--- config.mk ---
export PLATFORM = sky130hd
export DESIGN_NAME = hazard_scoreboard
export DESIGN_NICKNAME = d
export VERILOG_FILES = /design/src/rtl/hazard_scoreboard_pkg.sv /design/src/rtl/hazard_scoreboard_entry.sv /design/src/rtl/hazard_scoreboard.sv
export SDC_FILE = /design/constraint.sdc
export NUM_CORES = 1
export LEC_CHECK = 0
export ABC_AREA = 1
export CAP_MARGIN = 20
export CORE_MARGIN = 5
export CORE_UTILIZATION = 54
export DETAILED_ROUTE_END_ITERATION = 10
export PLACE_DENSITY = 0.82
export SYNTH_ARGS = -nofsm -noshare
export SYNTH_HDL_FRONTEND = slang
export SYNTH_SLANG_ARGS = --single-unit
--- constraint.sdc ---
create_clock -name clk -period 12.2 [get_ports clk]
set_input_delay 1.22 -clock clk [delete_from_list [all_inputs] [get_ports clk]]
set_output_delay 1.22 -clock clk [all_outputs]
set_load 0.02 [all_outputs]
--- src/rtl/hazard_scoreboard_pkg.sv ---
// Shared scoreboard types: per-register entry state, issue request and writeback request.
// Field widths are upper bounds; narrower top-level parameters are zero-extended into them.
package pipes;

  localparam int unsigned SB_RD_W  = 8;
  localparam int unsigned SB_ID_W  = 16;
  localparam int unsigned SB_LAT_W = 16;

  typedef struct packed {
    logic                busy;
    logic [SB_ID_W-1:0]  tag;
    logic [SB_LAT_W-1:0] cnt;
  } sb_entry_t;

  typedef struct packed {
    logic                valid;
    logic [SB_RD_W-1:0]  rd;
    logic [SB_ID_W-1:0]  id;
    logic [SB_LAT_W-1:0] lat;
  } sb_issue_t;

  typedef struct packed {
    logic               valid;
    logic [SB_RD_W-1:0] rd;
    logic [SB_ID_W-1:0] id;
  } sb_wb_t;

endpackage

--- src/rtl/hazard_scoreboard_entry.sv ---
// One scoreboard entry: busy/tag/cnt flops, update priority reset > issue > writeback > decrement.
// With SB_FWD_EN undefined the latency counter is held at zero and optimises away.
module sb_entry
  import pipes::*;
#(
  parameter int unsigned IDX = 1
) (
  input  logic      clk,
  input  logic      reset,
  input  sb_issue_t issue,
  input  sb_wb_t    wb,
  output sb_entry_t ent
);

  sb_entry_t ent_q, ent_d;
  logic      issue_hit, wb_hit;

  always_comb begin
    issue_hit = issue.valid && (issue.rd == SB_RD_W'(IDX));
    // A writeback carrying a stale tag belongs to an overwritten writer and is ignored.
    wb_hit    = wb.valid && (wb.rd == SB_RD_W'(IDX)) && ent_q.busy && (ent_q.tag == wb.id);
    ent_d     = ent_q;
    if (issue_hit) begin
      ent_d.busy = 1'b1;
      ent_d.tag  = issue.id;
      ent_d.cnt  = issue.lat;
    end else if (wb_hit) begin
      ent_d.busy = 1'b0;
    end else if (ent_q.busy && (ent_q.cnt != '0)) begin
      ent_d.cnt = ent_q.cnt - 1'b1;
    end
`ifndef SB_FWD_EN
    ent_d.cnt = '0;
`endif
  end

  always_ff @(posedge clk) begin
    if (reset) begin
      ent_q <= '0;
    end else begin
      ent_q <= ent_d;
    end
  end

  assign ent = ent_q;

endmodule

--- src/rtl/hazard_scoreboard.sv ---
// Register scoreboard for hazard detection: per-source stall/forward decisions and busy count.
// Define SB_FWD_EN to enable latency-based forwarding; otherwise busy sources block until writeback.
module hazard_scoreboard
  import pipes::*;
#(
  parameter int unsigned NREG  = 32,
  parameter int unsigned NSRC  = 2,
  parameter int unsigned LAT_W = 4,
  parameter int unsigned ID_W  = 4
) (
  input  logic                      clk,
  input  logic                      reset,
  input  logic                      issue_valid,
  input  logic [$clog2(NREG)-1:0]   issue_rd,
  input  logic [ID_W-1:0]           issue_id,
  input  logic [LAT_W-1:0]          issue_lat,
  input  logic                      flush,
  input  logic                      wb_valid,
  input  logic [$clog2(NREG)-1:0]   wb_rd,
  input  logic [ID_W-1:0]           wb_id,
  input  logic [NSRC*$clog2(NREG)-1:0] src_rs,
  output logic [NSRC-1:0]           src_fwd,
  output logic                      stall,
  output logic [$clog2(NREG+1)-1:0] busy_cnt
);

  localparam int unsigned RW = $clog2(NREG);
  localparam int unsigned CW = $clog2(NREG + 1);

  sb_issue_t       issue;
  sb_wb_t          wb;
  sb_entry_t       ents [NREG];
  logic [NSRC-1:0] fwd, blk;

  assign issue.valid = issue_valid && !flush && (issue_rd != '0);
  assign issue.rd    = SB_RD_W'(issue_rd);
  assign issue.id    = SB_ID_W'(issue_id);
  assign issue.lat   = SB_LAT_W'(issue_lat);
  assign wb.valid    = wb_valid;
  assign wb.rd       = SB_RD_W'(wb_rd);
  assign wb.id       = SB_ID_W'(wb_id);

  assign ents[0] = '0;

  for (genvar r = 1; r < NREG; r++) begin : g_ent
    sb_entry #(
      .IDX(r)
    ) u_ent (
      .clk  (clk),
      .reset(reset),
      .issue(issue),
      .wb   (wb),
      .ent  (ents[r])
    );
  end

  always_comb begin
    logic [RW-1:0] rs;
    sb_entry_t     e;
    logic          rdy;
    fwd = '0;
    blk = '0;
    for (int s = 0; s < NSRC; s++) begin
      rs  = src_rs[s*RW +: RW];
      e   = ents[rs];
      // Same-cycle writeback with the owning tag is written through the regfile.
      rdy = (rs == '0) || !e.busy ||
            (wb_valid && (wb_rd == rs) && (e.tag == SB_ID_W'(wb_id)));
`ifdef SB_FWD_EN
      fwd[s] = !rdy && (e.cnt == '0);
`else
      fwd[s] = 1'b0;
`endif
      blk[s] = !rdy && !fwd[s];
    end
  end

  always_comb begin
    busy_cnt = '0;
    for (int r = 0; r < NREG; r++) begin
      busy_cnt = busy_cnt + CW'(ents[r].busy);
    end
  end

  assign src_fwd = fwd;
  assign stall   = |blk;

endmodule

==> metrics.md <==
| Metric | Value |
|---|---|
| Number of global-route vias before repair | `11739` |
| Endpoint of the lowest-slack register-to-register path | `g_ent[8].u_ent.ent[32]$_SDFFE_PP0P_` |
| Unrepaired setup endpoints after global routing | `false` |
| HP Class | `reg -> reg` |
| Data required time of the critical path | `10.98 ns` |
| Most used cell, CP | `sky130_fd_sc_hd__fa_1` |
| Gate count of the mapped netlist | `1736` |
| Cell area power density | `105 mW/mm²` |
| Combinational share of power | `17.0%` |
| Share of synthesized area occupied by flip-flops and latches | `27.7%` |
| Final total negative setup slack | `0 ns` |
| DRC marker count from the first detailed-route iteration | `2190` |
| Top fanout value on the critical path | `4` |
| Slew at the pin closest to its max-slew limit | `1.06 ns` |
| Max stage delay cell, worst path | `sky130_fd_sc_hd__clkdlybuf4s50_1` |
| Full die area | `0.0237 mm²` |
| Placement Rows | `52` |
| Worst reg-to-reg setup slack | `10.92 ns` |
| Proportion of layout cells with a drive suffix above 1 | `4.02%` |
| Die width | `154 µm` |
| Result of the run | `completed` |
| Part of the power in registers | `40.1%` |
| N_diodes | `0` |
| DRC violations left | `0` |
| Level count of the clock H-tree | `4` |
| Clk slew on worst S/H paths | `0.07 ns` |
| Flops & latches, synth | `155` |
| Total power consumption of the routed design | `1.28 mW` |
| DPL Wire Length | `28.3 mm` |
| Internal Pwr Total | `0.879 mW` |
| Final number of max-transition violations | `0` |
| Skew final | `0.00968 ns` |
| Worst Hold Path Cells | `2` |
| End point of the most critical hold path | `g_ent[30].u_ent.ent[32]$_SDFFE_PP0P_` |
| Area of the mapped netlist | `0.0112 mm²` |
| Count of antenna-violating nets left after detailed routing | `0` |
| Worst stage delay on the critical path | `0.63 ns` |
| Worst setup path class | `reg -> out` |
| Shortest clock period the worst path allows after layout | `7.33 ns` |
| Wire length after detailed routing | `43.6 mm` |
| Worst path cell trace | `inv_1 > fa_1 > fa_1 > inv_1 > fa_1 > inv_1 > fa_1 > fa_1 > fa_1 > inv_1 > fa_1 > fa_1 > a21oi_1 > nor2_1 > nor2_1 > xnor2_1 > clkdlybuf4s50_1` |
| Area growth syn-to-layout | `8.48%` |
| Via count | `12859` |
| # Max-Cap Violations | `0` |
| Startpoint of the tightest hold check path | `g_ent[30].u_ent.ent[32]$_SDFFE_PP0P_` |
| Endpoint kind of the worst setup timing path | `primary output` |
| Placer congestion estimate | `1.08` |
| Mean instance size in the synthesized netlist | `6.45 µm²` |
| CTS tree | `yes` |
| Final setup violation count | `0` |
| Largest register FFs | `155` |
| Power spent charging and discharging nets | `0.401 mW` |
| Effective utilization at floorplan | `55.2%` |
| Cell class contributing the biggest share of worst-path delay | `adder cells` |
| Postcts setup bufs | `0` |
| Combined buffer and inverter count along the critical path | `5` |
| Root buf cell | `sky130_fd_sc_hd__clkbuf_16` |
| Clock net sink count | `155` |
| First-pass GRT wire length | `66.6 mm` |
| Boundary Pins | `46` |
| Initial antenna violation count | `0` |
| Standby leakage power | `4.75 nW` |
| Startpoint of the worst-slack reg-to-reg timing path | `g_ent[8].u_ent.ent[17]$_SDFFE_PP0P_` |
| Die Y-Extent | `154 µm` |
| Gr usage total | `35.5%` |
| Portion of the clock cycle consumed by the worst path in the final layout | `60.0%` |
| Final layout net count | `1769` |
| CTS Buf Count | `17` |
| CTS resizes | `0` |
| Total grt overflow | `0` |
| Max Buffers Root-to-Sink | `2` |
| Final number of hold-violating endpoints | `0` |
| Via-to-Cell Ratio | `6.48` |
| R2R depth | `5` |
| Post-DR wirelength/cell | `22.0 µm` |
| Remaining max-slew budget at the tightest pin | `29.6%` |
| Max frequency | `137 MHz` |
| Max rail drop VDD | `0.0000838 V` |
| CTS hold repair buffers | `0` |
| Core area | `0.0203 mm²` |
| DRT Pass-1 Iters | `8` |
| Maximum number of pins on one net before global-route repair | `81` |
| Clock power frac | `42.9%` |
| PortBufs | `39` |
| Number of warning messages in the yosys log | `0` |
| Clk Latency, worst-skew pair | `0.44 ns` |
| Crit start category | `flop` |
| Unique cell type count in the Yosys netlist | `37` |
| Arrival time reported for the critical path endpoint | `6.11 ns` |
| Switching share of power | `31.3%` |
==> kinds of logic (layout without fill, tap and decap cells) <==
group	after synthesis	in the layout	synth area share, %
DFF	155	155	27.7
adders and majority gates	30	30	4.89
and+or+nand+nor	739	739	26.9
AOI/OAI and AO/OA	441	441	25.4
other	1	2	0.0335
buffers and inverters	332	310	12.2
xor gates and xnor gates	38	38	2.97
==> worst min-delay path, cell delays in order (launching register included) <==
cell                      delay [ns]
sky130_fd_sc_hd__dfxtp_1        0.31
sky130_fd_sc_hd__o41ai_1        0.05
sky130_fd_sc_hd__a21oi_1        0.05
==> worst max-delay path by stage <==
stage | startpoint | to | slack (ns) | depth (start not counted)
global route | g_ent[28].u_ent.ent[32]$_SDFFE_PP0P_ | busy_cnt[4] | 4.71 | 17
global placement | g_ent[28].u_ent.ent[32]$_SDFFE_PP0P_ | busy_cnt[4] | 5.43 | 17
finish | g_ent[28].u_ent.ent[32]$_SDFFE_PP0P_ | busy_cnt[4] | 4.87 | 17
floorplan | g_ent[28].u_ent.ent[32]$_SDFFE_PP0P_ | busy_cnt[4] | 6.21 | 16
CTS | g_ent[28].u_ent.ent[32]$_SDFFE_PP0P_ | busy_cnt[4] | 4.89 | 17
detailed placement | g_ent[28].u_ent.ent[32]$_SDFFE_PP0P_ | busy_cnt[4] | 5.35 | 17
==> placed cells by master (no fill, tap or decap), types with 3 or more instances in the layout <==
| master | netlist | routed |
|---|---|---|
| sky130_fd_sc_hd__a211oi_1 | 123 | 123 |
| sky130_fd_sc_hd__a21oi_1 | 127 | 127 |
| sky130_fd_sc_hd__a221oi_1 | 6 | 6 |
| sky130_fd_sc_hd__a31oi_1 | 3 | 3 |
| sky130_fd_sc_hd__buf_4 | 12 | 24 |
| sky130_fd_sc_hd__clkbuf_16 | 0 | 17 |
| sky130_fd_sc_hd__clkdlybuf4s50_1 | 0 | 35 |
| sky130_fd_sc_hd__clkinv_2 | 0 | 3 |
| sky130_fd_sc_hd__clkinvlp_4 | 0 | 3 |
| sky130_fd_sc_hd__dfxtp_1 | 155 | 155 |
| sky130_fd_sc_hd__fa_1 | 23 | 23 |
| sky130_fd_sc_hd__ha_1 | 7 | 7 |
| sky130_fd_sc_hd__inv_1 | 208 | 208 |
| sky130_fd_sc_hd__inv_2 | 7 | 7 |
| sky130_fd_sc_hd__inv_6 | 0 | 3 |
| sky130_fd_sc_hd__nand2_1 | 360 | 360 |
| sky130_fd_sc_hd__nand3_1 | 161 | 161 |
| sky130_fd_sc_hd__nor2_1 | 204 | 204 |
| sky130_fd_sc_hd__nor3_1 | 3 | 3 |
| sky130_fd_sc_hd__nor4_1 | 8 | 8 |
| sky130_fd_sc_hd__o2111ai_1 | 7 | 7 |
| sky130_fd_sc_hd__o211ai_1 | 29 | 29 |
| sky130_fd_sc_hd__o21ai_0 | 63 | 63 |
| sky130_fd_sc_hd__o21ai_1 | 9 | 9 |
| sky130_fd_sc_hd__o221ai_1 | 26 | 26 |
| sky130_fd_sc_hd__o22ai_1 | 29 | 29 |
| sky130_fd_sc_hd__o41ai_1 | 13 | 13 |
| sky130_fd_sc_hd__xnor2_1 | 9 | 9 |
| sky130_fd_sc_hd__xor2_1 | 29 | 29 |
==> per-layer routing <==
metal	global-route usage (%)	part of all wire (%)	up-vias
met5	0	0	-
met4	20.1	6.6	0
met3	9.72	14	239
met2	52.0	41	1043
met1	47.0	38	5789
li1	-	-	5788
==> cells in the mapped netlist, drive strengths merged <==
library cell,n,area (µm²)
a31oi,3,18.8
nor3,3,15.0
o41ai,13,114
nor2,206,783
a21oi,127,636
a32oi,1,8.76
nand3,161,806
o31ai,2,15.0
nor4,8,50.1
a21o,1,7.51
conb,1,3.75
o22ai,29,181
buf,60,342
o211ai,29,218
fa,23,460
a2111oi,1,8.76
xnor2,9,78.8
dfxtp,155,3100
a211oi,123,923
a221oi,6,52.6
o221ai,26,228
ha,7,87.6
inv,215,807
o21a,1,7.51
or2,1,6.26
xor2,29,254
clkbuf,57,214
nand2,360,1350
o21ai,72,360
o2111ai,7,61.3
==> final cells by class <==
class | count | area (µm²)
clock inverter | 13 | 141
timing repair buffer | 63 | 579
tap | 270 | 338
sequential | 155 | 3100
fill | 1972 | 8150
clock buffer | 19 | 443
multi-input combinational | 1250 | 6740
inverter | 215 | 807
==> per-stage QoR <==
step	hold WS (ns)	util, %	std cells	cell area, µm²	setup slack [ns]
final	0.465	59.9	1985	12200	4.87
after global routing	0.495	59.9	1985	12200	4.71
after CTS	0.461	59.7	1983	12100	4.89
after detailed placement	0.452	56.8	1951	11500	5.35
after global placement	0.449	56.8	1951	11500	5.43
after floorplan	0.438	-	1737	11200	6.21
==> power groups by stage <==
stage | clock network (mW) | registers [mW] | logic [mW]
2_1_floorplan | 0 | 0.523 | 0.137
4_1_cts | 0.544 | 0.513 | 0.206
3_5_place_dp | 0 | 0.524 | 0.205
3_3_place_gp | 0 | 0.524 | 0.202
5_1_grt | 0.568 | 0.513 | 0.229
6_report | 0.549 | 0.513 | 0.218
Power figures use the tool's default switching activity.
